`config.mk`:
```
export PLATFORM = sky130hd
export DESIGN_NAME = keypad_emulator
export DESIGN_NICKNAME = d
export VERILOG_FILES = /design/src/rtl/keypad_emulator.sv
export SDC_FILE = /design/constraint.sdc
export NUM_CORES = 1
export LEC_CHECK = 0
export BUFFER_PORTS_ARGS = -buffer_cell sky130_fd_sc_hd__buf_2
export CAP_MARGIN = 20
export CORE_ASPECT_RATIO = 0.6
export CORE_MARGIN = 5
export CORE_UTILIZATION = 45
export DETAILED_ROUTE_END_ITERATION = 16
export SLEW_MARGIN = 25
export SYNTH_ARGS = -nofsm -noshare
export SYNTH_HDL_FRONTEND = slang
export SYNTH_SLANG_ARGS = --single-unit
```
`constraint.sdc`:
```
create_clock -name clk_100MHz -period 1.9 [get_ports clk_100MHz]
set_clock_uncertainty 0.2 [all_clocks]
set_input_delay 0.285 -clock clk_100MHz [delete_from_list [all_inputs] [get_ports clk_100MHz]]
set_output_delay 0.285 -clock clk_100MHz [all_outputs]
set_load 0.02 [all_outputs]
```
`src/rtl/keypad_emulator.sv`:
```
// Emulates one key of a 4x4 active-low matrix keypad: plays a requested key out
// as press bounce, hold, release bounce and gap, and returns rows for the driven column.
`timescale 1ns/1ps

module keypad_emulator #(
   parameter int CYCLES_PER_MS = 100_000,
   parameter int HOLD_MS       = 50,
   parameter int GAP_MS        = 10,
   parameter int BOUNCE_CYCLES = 2000
) (
   input  logic       clk_100MHz,
   input  logic       reset_n,
   input  logic [3:0] col,
   output logic [3:0] row,
   input  logic [3:0] key_code,
   input  logic       key_valid,
   output logic       key_ready,
   output logic       pressed,
   output logic       done
);

   typedef enum logic [2:0] {
      IDLE     = 3'd0,
      BOUNCE_P = 3'd1,
      HOLD     = 3'd2,
      BOUNCE_R = 3'd3,
      GAP      = 3'd4
   } state_t;

   localparam bit          HAS_BOUNCE  = (BOUNCE_CYCLES != 0);
   localparam logic [31:0] BOUNCE_LAST = HAS_BOUNCE ? 32'(BOUNCE_CYCLES - 1) : 32'd0;
   localparam logic [31:0] HOLD_LAST   = 32'(HOLD_MS * CYCLES_PER_MS - 1);
   localparam logic [31:0] GAP_LAST    = 32'(GAP_MS * CYCLES_PER_MS - 1);
   localparam logic [15:0] LFSR_SEED   = 16'hACE1;

   state_t      state;
   logic [31:0] cnt;
   logic [15:0] lfsr;
   logic [15:0] lfsr_nxt;
   logic [3:0]  key_q;
   logic [3:0]  col_s1;
   logic [3:0]  col_s2;
   logic [1:0]  key_c;
   logic [1:0]  key_r;
   logic [3:0]  row_nxt;

   // Fibonacci taps 16,14,13,11 map to bits 15,13,12,10
   assign lfsr_nxt = {lfsr[14:0], lfsr[15] ^ lfsr[13] ^ lfsr[12] ^ lfsr[10]};

   always_ff @(posedge clk_100MHz or negedge reset_n) begin
      if (!reset_n) begin
         state     <= IDLE;
         cnt       <= 32'd0;
         lfsr      <= LFSR_SEED;
         key_q     <= 4'd0;
         pressed   <= 1'b0;
         done      <= 1'b0;
         key_ready <= 1'b1;
      end else begin
         done <= 1'b0;
         cnt  <= cnt + 32'd1;
         case (state)
            IDLE: begin
               pressed <= 1'b0;
               cnt     <= 32'd0;
               if (key_valid && key_ready) begin
                  key_q     <= key_code;
                  key_ready <= 1'b0;
                  state     <= HAS_BOUNCE ? BOUNCE_P : HOLD;
               end
            end
            BOUNCE_P: begin
               pressed <= lfsr[0];
               lfsr    <= lfsr_nxt;
               if (cnt == BOUNCE_LAST) begin
                  cnt   <= 32'd0;
                  state <= HOLD;
               end
            end
            HOLD: begin
               pressed <= 1'b1;
               if (cnt == HOLD_LAST) begin
                  cnt   <= 32'd0;
                  state <= HAS_BOUNCE ? BOUNCE_R : GAP;
               end
            end
            BOUNCE_R: begin
               pressed <= lfsr[0];
               lfsr    <= lfsr_nxt;
               if (cnt == BOUNCE_LAST) begin
                  cnt   <= 32'd0;
                  state <= GAP;
               end
            end
            GAP: begin
               pressed <= 1'b0;
               if (cnt == GAP_LAST) begin
                  cnt       <= 32'd0;
                  state     <= IDLE;
                  key_ready <= 1'b1;
                  done      <= 1'b1;
               end
            end
            default: begin
               pressed   <= 1'b0;
               cnt       <= 32'd0;
               key_ready <= 1'b1;
               state     <= IDLE;
            end
         endcase
      end
   end

   // Column/row position of the latched key in the matrix
   always_comb begin
      key_c = 2'd0;
      key_r = 2'd0;
      case (key_q)
         4'h1: begin key_c = 2'd0; key_r = 2'd0; end
         4'h4: begin key_c = 2'd0; key_r = 2'd1; end
         4'h7: begin key_c = 2'd0; key_r = 2'd2; end
         4'h0: begin key_c = 2'd0; key_r = 2'd3; end
         4'h2: begin key_c = 2'd1; key_r = 2'd0; end
         4'h5: begin key_c = 2'd1; key_r = 2'd1; end
         4'h8: begin key_c = 2'd1; key_r = 2'd2; end
         4'hF: begin key_c = 2'd1; key_r = 2'd3; end
         4'h3: begin key_c = 2'd2; key_r = 2'd0; end
         4'h6: begin key_c = 2'd2; key_r = 2'd1; end
         4'h9: begin key_c = 2'd2; key_r = 2'd2; end
         4'hE: begin key_c = 2'd2; key_r = 2'd3; end
         4'hA: begin key_c = 2'd3; key_r = 2'd0; end
         4'hB: begin key_c = 2'd3; key_r = 2'd1; end
         4'hC: begin key_c = 2'd3; key_r = 2'd2; end
         4'hD: begin key_c = 2'd3; key_r = 2'd3; end
         default: begin key_c = 2'd0; key_r = 2'd0; end
      endcase
   end

   // Only the key's own column matters; other driven columns see an open contact
   always_comb begin
      row_nxt = 4'b1111;
      if (pressed && !col_s2[2'd3 - key_c])
         row_nxt[2'd3 - key_r] = 1'b0;
   end

   always_ff @(posedge clk_100MHz or negedge reset_n) begin
      if (!reset_n) begin
         col_s1 <= 4'b1111;
         col_s2 <= 4'b1111;
         row    <= 4'b1111;
      end else begin
         col_s1 <= col;
         col_s2 <= col_s1;
         row    <= row_nxt;
      end
   end

endmodule

```
==> summary.md <==
| Metric | Value |
|---|---|
| DRC viols | 0 |
| Critical-path cell list | nor4_4 > nand3_4 > and4bb_2 > o211a_4 > buf_12 > nor2_1 |
| Commonest cells post-synth | dfrtp_1 (49), nor2_1 (38), nand2_1 (24), dfstp_2 (21), xnor2_1 (20) |
| Full die area | 9241 um2 |
| Area share of the largest cell type after synthesis | 0.3698 |
| Starting Density | 0.4601 |
| Port bufs | 17 |
| Fin crit share | 1.090 |
| CP Class | reg2reg |
| CTS Buffer Depth | 2 |
| H-tree depth | 3 |
| Register bit count reported by yosys | 70 |
| Final ANT Viol Nets | 0 |
| Crit path buffers/inverters | 1 |
| 1st-iter DRT viols | 204 |
| Routed WL | 7.305 mm |
| Critical path startpoint category | register |
| Mapped Cells | 303 |
| Seq/Total Area, Yosys | 0.5362 |
| Ys Warns | 0 |
| Final hold violation count | 0 |
| Vias in the first global route | 2584 |
| Count leader, synth | dfrtp_1 |
| Die width | 120.8 um |
| Initial antenna violation count | 0 |
| Status | complete, but fails checks |
| EDFF count, synth | 0 |
| Final HPWL DP | 5.189 mm |
| Static Leakage | 2.004 nW |
| Root Buffer | clkbuf_16 |
| Area leader, netlist | dfrtp_1 |
| Setup violations, final | 35 |
| CTS Buf Count | 9 |
| Fin nets | 398 |
| Layout cells sized above 1 | 0.3964 |
| Rel. slew slack | 0.6836 |
| Total GRT Usage | 0.1701 |
| CP max stage delay | 410 ps |
| Row Count | 24 |
| CTS tree | done |
| Synth unique cells | 43 |
| Crit Path Max Fanout | 10 |
| Clk_lat worst skew | 330 ps |
| Placed cells | 449 |
| CP required | 1910 ps |
| First-pass GRT wire length | 12.62 mm |
| Ys async rst share | 1.000 |
| Final Slew Violations | 0 |
| Post-Route Utilization | 0.6283 |
| Placer congestion estimate | 0.8154 |
| Drt pass-1 iters | 4 |
| Slowest CP cell | dfrtp_1 |
| Top cells by area in the synthesized netlist | dfrtp_1 (37%), dfstp_2 (17%), mux2_2 (6.1%), xnor2_1 (5.3%), nor2_1 (4.3%) |
| Wire per inst | 15.16 um |
| Post-layout minimum cycle time | 2071 ps |
| Synth-to-Final Area Change | 36.57% |
| Crit-path leading delay family | simple AND/OR/NAND/NOR gates |
| R2R cell count | 6 |
| Largest net degree at the start of global routing | 31 |
| Clock sink count | 70 |
| Die Y | 76.49 um |
| Violated checks | setup timing |
| Vias/cell | 5.247 |
| Critical path arrival | 2080 ps |
| Clock transition at path regs | 50 ps |
| Mapped Avg Cell Area | 10.94 um2 |
| Kind of end point of the critical path | register |
| Hold/Removal Path Class | reg2reg |
| PwrDens | 1084 nW/um2 |
| Final worst slack | -171.4 ps |
| DR vias | 2529 |
| Fmax | 482.8 MHz |
| WHS Path Cells | 0 |
| RSZ-0062 raised after global routing | true |
| VDD IR max | 0.7499 mV |
| Pwr Total | 4.908 mW |
| WHS | 154.0 ps |
| Ys flop type | dfrtp_1 |
| N_diodes | 0 |
| Core area | 7207 um2 |
| Worst-margin pin slew | 474.6 ps |
| Max-cap viol count | 0 |
| Post-Layout Cell Count | 482 |
| Cell Area, Placed | 3933 um2 |
| Placement Setup Slack | -189.9 ps |
| CP Depth | 6 |
| Total gr overflow | 0 |
| Design Area, Final | 4528 um2 |
| Netlist Area Pre-Place | 3316 um2 |
| Setup_tns | -5195 ps |
| I/O pins | 18 |
| Syn_nets | 315 |
logic make-up after synthesis:
kind of cell | Yosys count | share of synthesized area
xor+xnor | 32 | 0.08453
flops | 70 | 0.5362
compound gates | 26 | 0.05661
simple gates | 137 | 0.2298
buf+inv | 18 | 0.02491
mux | 19 | 0.06415
fa+ha+maj | 1 | 0.003773
sequential cells by signal, indices dropped and copies added, names as in the netlist:
register,flops
cnt,32
state,3
row,4
done,1
col_s2,4
lfsr,16
key_ready,1
key_q,4
pressed,1
col_s1,4
layer usage:
layer,up-vias,wire length (um),track usage
met1,1234,3570,0.2430
met4,0,70,0.03959
met5,-,0,0
met3,9,347,0.05415
met2,46,3316,0.2518
li1,1240,-,-
cell type report:
class | count | area (um2)
Clock buffer | 13 | 270.3
Sequential cell | 70 | 1780
Timing Repair Buffer | 85 | 709.4
Fill cell | 565 | 2679
Tap cell | 91 | 113.9
Multi-Input combinational cell | 215 | 1570
Inverter | 5 | 18.77
Clock inverter | 3 | 65.06
repair_timing:
action	in CTS	in global routing
pin swaps	7	12
gates resized for setup	8	10
hold buffers	9	0
hold endpoints to repair	23	0
buffers inserted	5	3
endpoints found under the setup margin	36	39
gates cloned	1	1
report_power, final:
group / internal, mW / switching (mW) / total [mW]
Sequential: 1.88 / 0.208 / 2.09
Combinational: 0.529 / 0.456 / 0.985
Clock: 1.25 / 0.579 / 1.83
Total: 3.66 / 1.24 / 4.91
final timing paths:
path                            startpoint         to  slack [ps]
max in group asynchronous          reset_n     row[0]         660
worst max-delay path               cnt[25]    cnt[15]        -170
min in group asynchronous          reset_n    cnt[29]         250
worst min-delay path             col_s1[3]  col_s2[3]         150
worst min register to register   col_s1[3]  col_s2[3]         150
worst max register to register     cnt[25]    cnt[15]        -170
placed cells by master (no fill, tap or decap), types with 2 or more instances in the layout:
master / Yosys / routed
nand3b_1: 2 / 2
clkbuf_16: 0 / 9
dlygate4sd3_1: 0 / 9
o21ai_0: 9 / 9
dfrtp_2: 0 / 2
nor2_1: 38 / 38
nor4_1: 9 / 8
nand2b_1: 2 / 2
nor2b_1: 2 / 2
bufinv_16: 0 / 2
nor3_1: 6 / 5
and3_4: 0 / 2
a21oi_1: 7 / 6
dfrtp_1: 49 / 47
buf_4: 3 / 49
nand4_4: 0 / 2
buf_2: 3 / 18
mux2_2: 18 / 18
and3_1: 7 / 5
nor3_2: 1 / 2
clkbuf_8: 0 / 3
nor4_4: 1 / 4
nand4_1: 10 / 10
xor2_1: 12 / 12
xnor2_1: 20 / 20
dfstp_2: 21 / 21
nand2_1: 24 / 24
inv_1: 5 / 5
nand3_1: 15 / 15
or3_1: 3 / 3
buf_12: 0 / 5
buf_6: 0 / 3
and4_1: 6 / 6
No activity file was read; power rests on OpenSTA's default activity.
